**config.mk**
```make
export PLATFORM = sky130hd
export DESIGN_NAME = seq_signed_divider
export DESIGN_NICKNAME = d
export VERILOG_FILES = /design/src/rtl/seq_signed_divider.sv
export SDC_FILE = /design/constraint.sdc
export NUM_CORES = 1
export LEC_CHECK = 0
export BUFFER_PORTS_ARGS = -buffer_cell sky130_fd_sc_hd__buf_2
export CAP_MARGIN = 20
export CORE_MARGIN = 2
export CORE_UTILIZATION = 55
export CTS_CLUSTER_SIZE = 8
export DETAILED_ROUTE_END_ITERATION = 12
export PLACE_DENSITY = 0.76
export SLEW_MARGIN = 40
export SYNTH_ARGS = -nofsm -noshare
export SYNTH_HDL_FRONTEND = slang
export SYNTH_SLANG_ARGS = --single-unit
```
**constraint.sdc**
```tcl
create_clock -name clk -period 5.27 [get_ports clk]
set_clock_uncertainty 0.15 [all_clocks]
set_input_delay 1.054 -clock clk [delete_from_list [all_inputs] [get_ports clk]]
set_output_delay 1.054 -clock clk [all_outputs]
set_load 0.02 [all_outputs]
```
**src/rtl/seq_signed_divider.sv**
```systemverilog
// -----------------------------------------------------------------------------
// seq_signed_divider
//   Sequential restoring divider producing one quotient bit per clock.
//   Quotient is truncated toward zero and Remainder takes the sign of the
//   Dividend. It is the inverse of the shift-add multiplier datapath. Its
//   results feed the same binary-to-BCD / 7-segment display path.
//
//   Build option:
//     SEQ_DIV_SIGNED_EN defined   -> two's-complement operands and results.
//     SEQ_DIV_SIGNED_EN undefined -> unsigned operands and results. sign and
//                                    ovf stay 0. Latency is the same.
//
//   Handshake: start is a request pulse. It is sampled only in IDLE or DONE.
//   Dividend/Divisor are captured on the accepting edge. The result is valid
//   while ready=1 and stays valid until the next request is accepted. start is
//   ignored while busy=1. busy and ready are never high together.
//
//   Latency: if the accepting edge is E0, ready rises at E(NBits+1).
//   For a zero divisor, ready rises at E1.
//
//   Ports:
//     clk          in   system clock, rising edge
//     rst          in   asynchronous active-low reset
//     start        in   request pulse
//     Dividend     in   [NBits-1:0] dividend
//     Divisor      in   [NBits-1:0] divisor
//     Quotient     out  [NBits-1:0] quotient (all ones on divide-by-zero)
//     Remainder    out  [NBits-1:0] remainder (Dividend on divide-by-zero)
//     ready        out  result valid (DONE)
//     busy         out  operation in progress (DIV/FIX)
//     div_by_zero  out  divisor was zero for the current result
//     ovf          out  most-negative / -1 overflow
//     sign         out  quotient sign (Dividend MSB ^ Divisor MSB)
//     dbg_state_o  out  [1:0] FSM state: 0 IDLE, 1 DIV, 2 FIX, 3 DONE
// -----------------------------------------------------------------------------
module seq_signed_divider #(
   parameter int NBits   = 8,
   parameter int CntBits = $clog2(NBits) + 1
) (
   input  logic             clk,
   input  logic             rst,
   input  logic             start,
   input  logic [NBits-1:0] Dividend,
   input  logic [NBits-1:0] Divisor,
   output logic [NBits-1:0] Quotient,
   output logic [NBits-1:0] Remainder,
   output logic             ready,
   output logic             busy,
   output logic             div_by_zero,
   output logic             ovf,
   output logic             sign,
   output logic [1:0]       dbg_state_o
);

   typedef enum logic [1:0] {
      S_IDLE = 2'd0,
      S_DIV  = 2'd1,
      S_FIX  = 2'd2,
      S_DONE = 2'd3
   } state_t;

   localparam logic [CntBits-1:0] LastIter = CntBits'(NBits - 1);

   state_t             state_q;
   logic [CntBits-1:0] cnt_q;
   logic [NBits:0]     p_q;        // partial remainder, one guard bit
   logic [NBits-1:0]   q_q;        // dividend magnitude, shifted into the quotient
   logic [NBits-1:0]   d_q;        // divisor magnitude
   logic               sa_q;       // dividend sign
   logic               sb_q;       // divisor sign
   logic               ovf_pend_q; // overflow detected at accept, published in FIX
   logic [NBits-1:0]   quot_q;
   logic [NBits-1:0]   rem_q;
   logic               ready_q;
   logic               busy_q;
   logic               dbz_q;
   logic               ovf_q;
   logic               sign_q;

   // Operand conditioning at the accepting edge.
   logic [NBits-1:0] a_mag_d;
   logic [NBits-1:0] b_mag_d;
   logic             a_sgn_d;
   logic             b_sgn_d;
   logic             ovf_d;

`ifdef SEQ_DIV_SIGNED_EN
   // |-2^(NBits-1)| wraps to the same bit pattern. Read as unsigned, that
   // pattern is the correct magnitude, so no extra width is needed.
   always_comb begin
      a_sgn_d = Dividend[NBits-1];
      b_sgn_d = Divisor[NBits-1];
      a_mag_d = a_sgn_d ? (~Dividend + 1'b1) : Dividend;
      b_mag_d = b_sgn_d ? (~Divisor + 1'b1) : Divisor;
      ovf_d   = (Dividend == {1'b1, {(NBits-1){1'b0}}}) && (Divisor == '1);
   end
`else
   always_comb begin
      a_sgn_d = 1'b0;
      b_sgn_d = 1'b0;
      a_mag_d = Dividend;
      b_mag_d = Divisor;
      ovf_d   = 1'b0;
   end
`endif

   // One restoring iteration: shift, trial subtract, keep the difference if it
   // did not go negative.
   logic [NBits:0]   p_shift_d;
   logic [NBits:0]   p_next_d;
   logic [NBits-1:0] q_next_d;
   logic             take_d;

   always_comb begin
      p_shift_d = {p_q[NBits-1:0], q_q[NBits-1]};
      take_d    = (p_shift_d >= {1'b0, d_q});
      p_next_d  = take_d ? (p_shift_d - {1'b0, d_q}) : p_shift_d;
      q_next_d  = {q_q[NBits-2:0], take_d};
   end

   // Result correction applied on the FIX edge. For a zero divisor, q_q still
   // holds the untouched dividend magnitude, so re-applying the dividend sign
   // returns the original Dividend as the remainder.
   logic             dbz_d;
   logic [NBits-1:0] rem_mag_d;
   logic [NBits-1:0] quot_fix_d;
   logic [NBits-1:0] rem_fix_d;

   always_comb begin
      dbz_d     = (d_q == '0);
      rem_mag_d = dbz_d ? q_q : p_q[NBits-1:0];
`ifdef SEQ_DIV_SIGNED_EN
      quot_fix_d = dbz_d ? '1 : ((sa_q ^ sb_q) ? (~q_q + 1'b1) : q_q);
      rem_fix_d  = sa_q ? (~rem_mag_d + 1'b1) : rem_mag_d;
`else
      quot_fix_d = dbz_d ? '1 : q_q;
      rem_fix_d  = rem_mag_d;
`endif
   end

   always_ff @(posedge clk or negedge rst) begin
      if (!rst) begin
         state_q    <= S_IDLE;
         cnt_q      <= '0;
         p_q        <= '0;
         q_q        <= '0;
         d_q        <= '0;
         sa_q       <= 1'b0;
         sb_q       <= 1'b0;
         ovf_pend_q <= 1'b0;
         quot_q     <= '0;
         rem_q      <= '0;
         ready_q    <= 1'b0;
         busy_q     <= 1'b0;
         dbz_q      <= 1'b0;
         ovf_q      <= 1'b0;
         sign_q     <= 1'b0;
      end else begin
         case (state_q)
            S_IDLE, S_DONE: begin
               if (start) begin
                  q_q        <= a_mag_d;
                  d_q        <= b_mag_d;
                  sa_q       <= a_sgn_d;
                  sb_q       <= b_sgn_d;
                  ovf_pend_q <= ovf_d;
                  p_q        <= '0;
                  cnt_q      <= '0;
                  ready_q    <= 1'b0;
                  busy_q     <= 1'b1;
                  state_q    <= (Divisor == '0) ? S_FIX : S_DIV;
               end
            end
            S_DIV: begin
               p_q   <= p_next_d;
               q_q   <= q_next_d;
               cnt_q <= cnt_q + 1'b1;
               if (cnt_q == LastIter) begin
                  state_q <= S_FIX;
               end
            end
            S_FIX: begin
               quot_q  <= quot_fix_d;
               rem_q   <= rem_fix_d;
               sign_q  <= sa_q ^ sb_q;
               ovf_q   <= ovf_pend_q;
               dbz_q   <= dbz_d;
               ready_q <= 1'b1;
               busy_q  <= 1'b0;
               state_q <= S_DONE;
            end
            default: state_q <= S_IDLE;
         endcase
      end
   end

   assign Quotient    = quot_q;
   assign Remainder   = rem_q;
   assign ready       = ready_q;
   assign busy        = busy_q;
   assign div_by_zero = dbz_q;
   assign ovf         = ovf_q;
   assign sign        = sign_q;
   assign dbg_state_o = state_q;

endmodule

```
Word-level counts from Yosys, hierarchy flattened:

Index checks and enable logic that the tools add are counted.

* flip-flop bits (word level): 49

* multiplexer cells: 17
* add/subtract/negate cells: 2
* magnitude comparators: 1
* reductions and logical operators: 10
* equality and inequality tests: 6

Operators by type and width (count)
* 8-bit 2-to-1 mux: 5
* 8-bit one-hot mux with 2 select lines: 2
* 8-bit logical NOT: 2
* 9-bit by 8-bit greater-or-equal comparator with 1-bit output: 1
* 4-bit one-hot mux with 2 select lines: 1
* 2-bit AND reduction: 4
* 8-bit subtractor: 1
* 2-bit 2-to-1 mux: 3
* 2-bit one-hot mux with 3 select lines: 1
* 4-bit by 1-bit adder with 4-bit output (second input constant): 1
* 2-bit equality test (second input constant): 2
* 4-bit by 3-bit equality test with 1-bit output (second input constant): 1
* 4-bit 2-to-1 mux: 1
* 2-bit inequality test (second input constant): 2
* 1-bit one-hot mux with 2 select lines: 2
* 2-bit nonzero test: 2
* 2-bit by 1-bit equality test with 1-bit output (second input constant): 1
* 2-bit logical NOT: 1
* 1-bit 2-to-1 mux: 2
* 2-bit OR reduction: 1

Depth between registers and ports, before layout:

* depth after elaboration: 4
* gate-level depth with buffers: 8

Least setup slack after synthesis:

OpenSTA, ideal clock, no wires.

* path type: input -> register
* start point: in Divisor[7]
* end point: reg state_q[0] (netlist: dbg_state_o[0])
* path slack: 3.028 ns
* stages on the path: 5
* arrival: 1.966 ns
* path through: or4_1 -> o21ai_0 -> o21ai_0 -> nand2_1 -> o21ai_0

* longest elaborated chain between the ends: 4

Ends and longest elaborated chain
* start, declared: line 44 `input logic [NBits-1:0] Divisor,`
* 8-bit logical NOT: line 171 `state_q <= (Divisor == '0) ? S_FIX : S_DIV;`
* 2-bit 2-to-1 mux: line 171
* 2-bit 2-to-1 mux: line 161 `if (start) begin`
* 2-bit one-hot mux with 3 select lines: line 159 `case (state_q)`
* end signal, assigned: line 171
* end, declared: line 64 `state_t state_q;`

No other way between the ends. The select of a mux whose other input is x is not followed.
A chain may end at the register's enable or synchronous reset.

Final worst setup path:

* start point: reg p_q[3]
* end point: reg p_q[5]

* longest elaborated chain between the ends: 3
* elaborated cells on any way between the ends: 4
* those cells by class: add/sub: 1; order compare: 1; mux: 2

Ends and longest elaborated chain
* start, declared: line 66 `logic [NBits:0] p_q;`
* start signal, assigned: line 175 `p_q <= p_next_d;`
* 8-bit subtractor or 9-bit by 8-bit greater-or-equal comparator with 1-bit output (tied branches): line 117, 116
* 8-bit 2-to-1 mux (*): line 117 `p_next_d = take_d ? (p_shift_d - {1'b0, d_q}) : p_shift_d;`
* 8-bit one-hot mux with 2 select lines (*): line 159

Every way passes the cells marked *; elsewhere a longest branch is shown, timed or not.

==> results.json <==
{
  "outcome": "finished clean",
  "clk_path_buf_depth": 2,
  "r2r-end": "p_q[5]$_DFFE_PN0P_",
  "postCtsHoldBufs": 0,
  "timing.fmax_mhz": 414,
  "post_drt_wl_per_cell_um": 14.5,
  "startpoint_type": "flop",
  "rsz0062_at_grt": "false",
  "path_max_fanout": 8,
  "yosys.area.top_type": "dfrtp_1",
  "drtIter0Drc": 129,
  "hold_class": "flop to flop",
  "cts_root_buf": "clkbuf_8",
  "worstHoldStart": "cnt_q[2]$_DFFE_PN0P_",
  "fill_cells": 382,
  "syn_to_final_growth_pct": 13.6,
  "vias_per_cell": 5.49,
  "hold_violations": 0,
  "maxSlewHeadroom_pct": 53.5,
  "power_frac_comb_pct": 53.7,
  "rr_startpoint": "p_q[3]$_DFFE_PN0P_",
  "swShare_pct": 44.8,
  "htreeDepth": 2,
  "synth_ff_type": "dfrtp_1",
  "grt_pass1_wl_mm": 9.11,
  "row_count": 25,
  "crit_path_end_kind": "flop",
  "drt_first_pass_iters": 4,
  "min_period_ns": 2.41,
  "avgSynthCellArea_um2": 9.56,
  "insertion_delay_ns": 0.31,
  "die_h_um": 73.9,
  "path_class": "flop to flop",
  "p_sw_mw": 0.979,
  "grt_antenna_before_repair": 0,
  "drcViolationCount": 0,
  "netlist_top_cells_area": "dfrtp_1 46%, mux2i_1 7.5%, ha_1 5.1%",
  "rrSetupSlack_ns": 2.86,
  "yosysTopAreaCellShare_pct": 45.6,
  "grt-ovfl-total": 0,
  "min_to": "cnt_q[2]$_DFFE_PN0P_",
  "cts_resized": 0,
  "routed_wirelength_mm": 5.56,
  "place.gp.congestion": 0.919,
  "syn_inst": 281,
  "syn_area_um2": 2690,
  "grt_max_degree": 50,
  "grt_pass1_vias": 1920,
  "vdd_drop_max_uv": 344,
  "ios": 42,
  "yosysSeqAreaShare_pct": 45.6,
  "synth_cell_types": 46,
  "dp_cells": 376,
  "worst_pin_slew_ns": 0.698,
  "multi_input_area_um2": 1330,
  "clk_pin_slew_ns": 0.10,
  "arrival_ns": 2.45,
  "fin_crit_sh_pct": 45.8,
  "post-dp-hpwl_mm": 4.09,
  "layout-drive-gt1-share_pct": 20.5,
  "hold_depth": 1,
  "drv_slew": 0,
  "track_usage_pct": 22.0,
  "die-area_um2": 5460,
  "cts_setup_buffers": 0,
  "dieWidth_um": 73.9,
  "final_cells": 384,
  "vias": 2108,
  "p_seq_share_pct": 31.7,
  "maxCapViolCount": 0,
  "core_um2": 4720,
  "clock_sinks": 49,
  "register_area_um2": 1230,
  "cts_tree": "yes",
  "initial_core_util_pct": 56.9,
  "setup_violations": 0,
  "clockPowerShare_pct": 14.6,
  "finish.net_count": 347,
  "antenna_left": 0,
  "power_density_nw_per_um2": 716,
  "intPower_mw": 1.21,
  "ys_ff_latch": 49,
  "async_reset_ff_share_pct": 100,
  "synth_edf_count": 0,
  "yosysWarnings": 0,
  "numCtsBuffers": 5,
  "portBuffers": 39,
  "cp.required_ns": 5.31,
  "tns_ns": 0,
  "worst_r2r_path_depth": 6,
  "power_leakage_nw": 1.44,
  "antenna_cells": 0
}
flip-flops by register name, indices dropped and copies added (netlist names):
register	cells
div_by_zero	1
dbg_state_o	2
ready	1
q_q	8
busy	1
p_q	8
cnt_q	4
Remainder	8
d_q	8
Quotient	8
critical path: stages (launching register included):
cell and delay [ns]:
dfrtp_1 0.45, ha_1 0.40, a21oi_1 0.27, o221ai_1 0.17, a21oi_1 0.54, a32oi_1 0.20, o31ai_1 0.12
metrics by stage:
step | area [um^2] | util, % | hold WS (ns) | power, mW | worst slack, ns
global route | 3050 | 64.6 | 0.386 | 2.36 | 2.75
detailed placement | 2910 | 61.7 | 0.337 | 1.88 | 2.68
floorplan | 2690 | - | 0.309 | 1.57 | 3.03
CTS | 3050 | 64.6 | 0.359 | 2.20 | 2.91
finish | 3050 | 64.6 | 0.365 | 2.18 | 2.86
global placement | 2910 | 61.7 | 0.333 | 1.85 | 2.70
cell type report:
class                           count  area share, %
Multi-Input combinational cell    202           43.4
Timing Repair Buffer               42           7.14
Sequential cell                    49           40.2
Tap cell                           67           2.75
Inverter                           16           1.97
Clock inverter                      3           2.26
Clock buffer                        5           2.26
power by group through the flow:
stage,Sequential [mW],Clock (mW),Combinational [mW]
after detailed placement,0.698,0,1.18
after floorplan,0.757,0,0.813
final,0.692,0.320,1.17
after CTS,0.693,0.325,1.18
after global placement,0.695,0,1.15
after global routing,0.713,0.343,1.31
metal layers:
metal / routed length (um) / global-route usage, % / up-vias / share of wire (%)
met2: 2750 / 36.2 / 51 / 49
met4: 66 / 6.06 / 0 / 1.2
met5: 0 / 0 / - / 0
met1: 2550 / 29.7 / 1010 / 46
met3: 197 / 3.98 / 6 / 3.5
li1: - / - / 1041 / -
synth_stat cells (all sizes together) (3+ instances only):
cell    instances
buf             7
nand2          28
or4             4
nand3           5
nor2           35
o31ai           3
clkbuf          8
ha             11
mux2            9
mux2i          21
o21ai          24
dfrtp          49
inv            16
nor2b           4
a21oi          24
worst max path at each step:
stage,cells past startpoint,slack [ns],startpoint,to
after floorplan,5,3.03,Divisor[7],dbg_state_o[0]$_DFFE_PN0P_
after global placement,6,2.70,Divisor[3],dbg_state_o[0]$_DFFE_PN0P_
after detailed placement,6,2.68,Divisor[3],dbg_state_o[0]$_DFFE_PN0P_
after CTS,6,2.91,p_q[3]$_DFFE_PN0P_,p_q[5]$_DFFE_PN0P_
after global routing,6,2.75,p_q[5]$_DFFE_PN0P_,p_q[5]$_DFFE_PN0P_
final,6,2.86,p_q[3]$_DFFE_PN0P_,p_q[5]$_DFFE_PN0P_
cell families (layout without fill, tap and decap cells):
family / after synthesis / after routing / share of synthesized area [%]
buffers and inverters: 31 / 66 / 5.17
XOR/XNOR: 4 / 4 / 1.30
AO/OA/AOI/OAI: 65 / 65 / 14.3
other: 1 / 2 / 0.140
flip-flops: 49 / 49 / 45.6
adder cells (fa/ha/maj): 12 / 12 / 5.87
AND/OR/NAND/NOR: 89 / 89 / 15.8
multiplexers: 30 / 30 / 11.7
layout by cell type, fill, tap and decap left out, types with 3 or more instances in the layout:
| master | instances |
|---|---|
| a21oi_1 | 22 |
| buf_2 | 39 |
| buf_4 | 3 |
| clkbuf_8 | 5 |
| dfrtp_1 | 49 |
| ha_1 | 11 |
| inv_1 | 16 |
| mux2_2 | 9 |
| mux2i_1 | 20 |
| nand2_1 | 28 |
| nand3_1 | 5 |
| nor2_1 | 34 |
| nor2b_1 | 4 |
| o21ai_0 | 24 |
| o31ai_1 | 3 |
(Power assumes the default switching activity.)
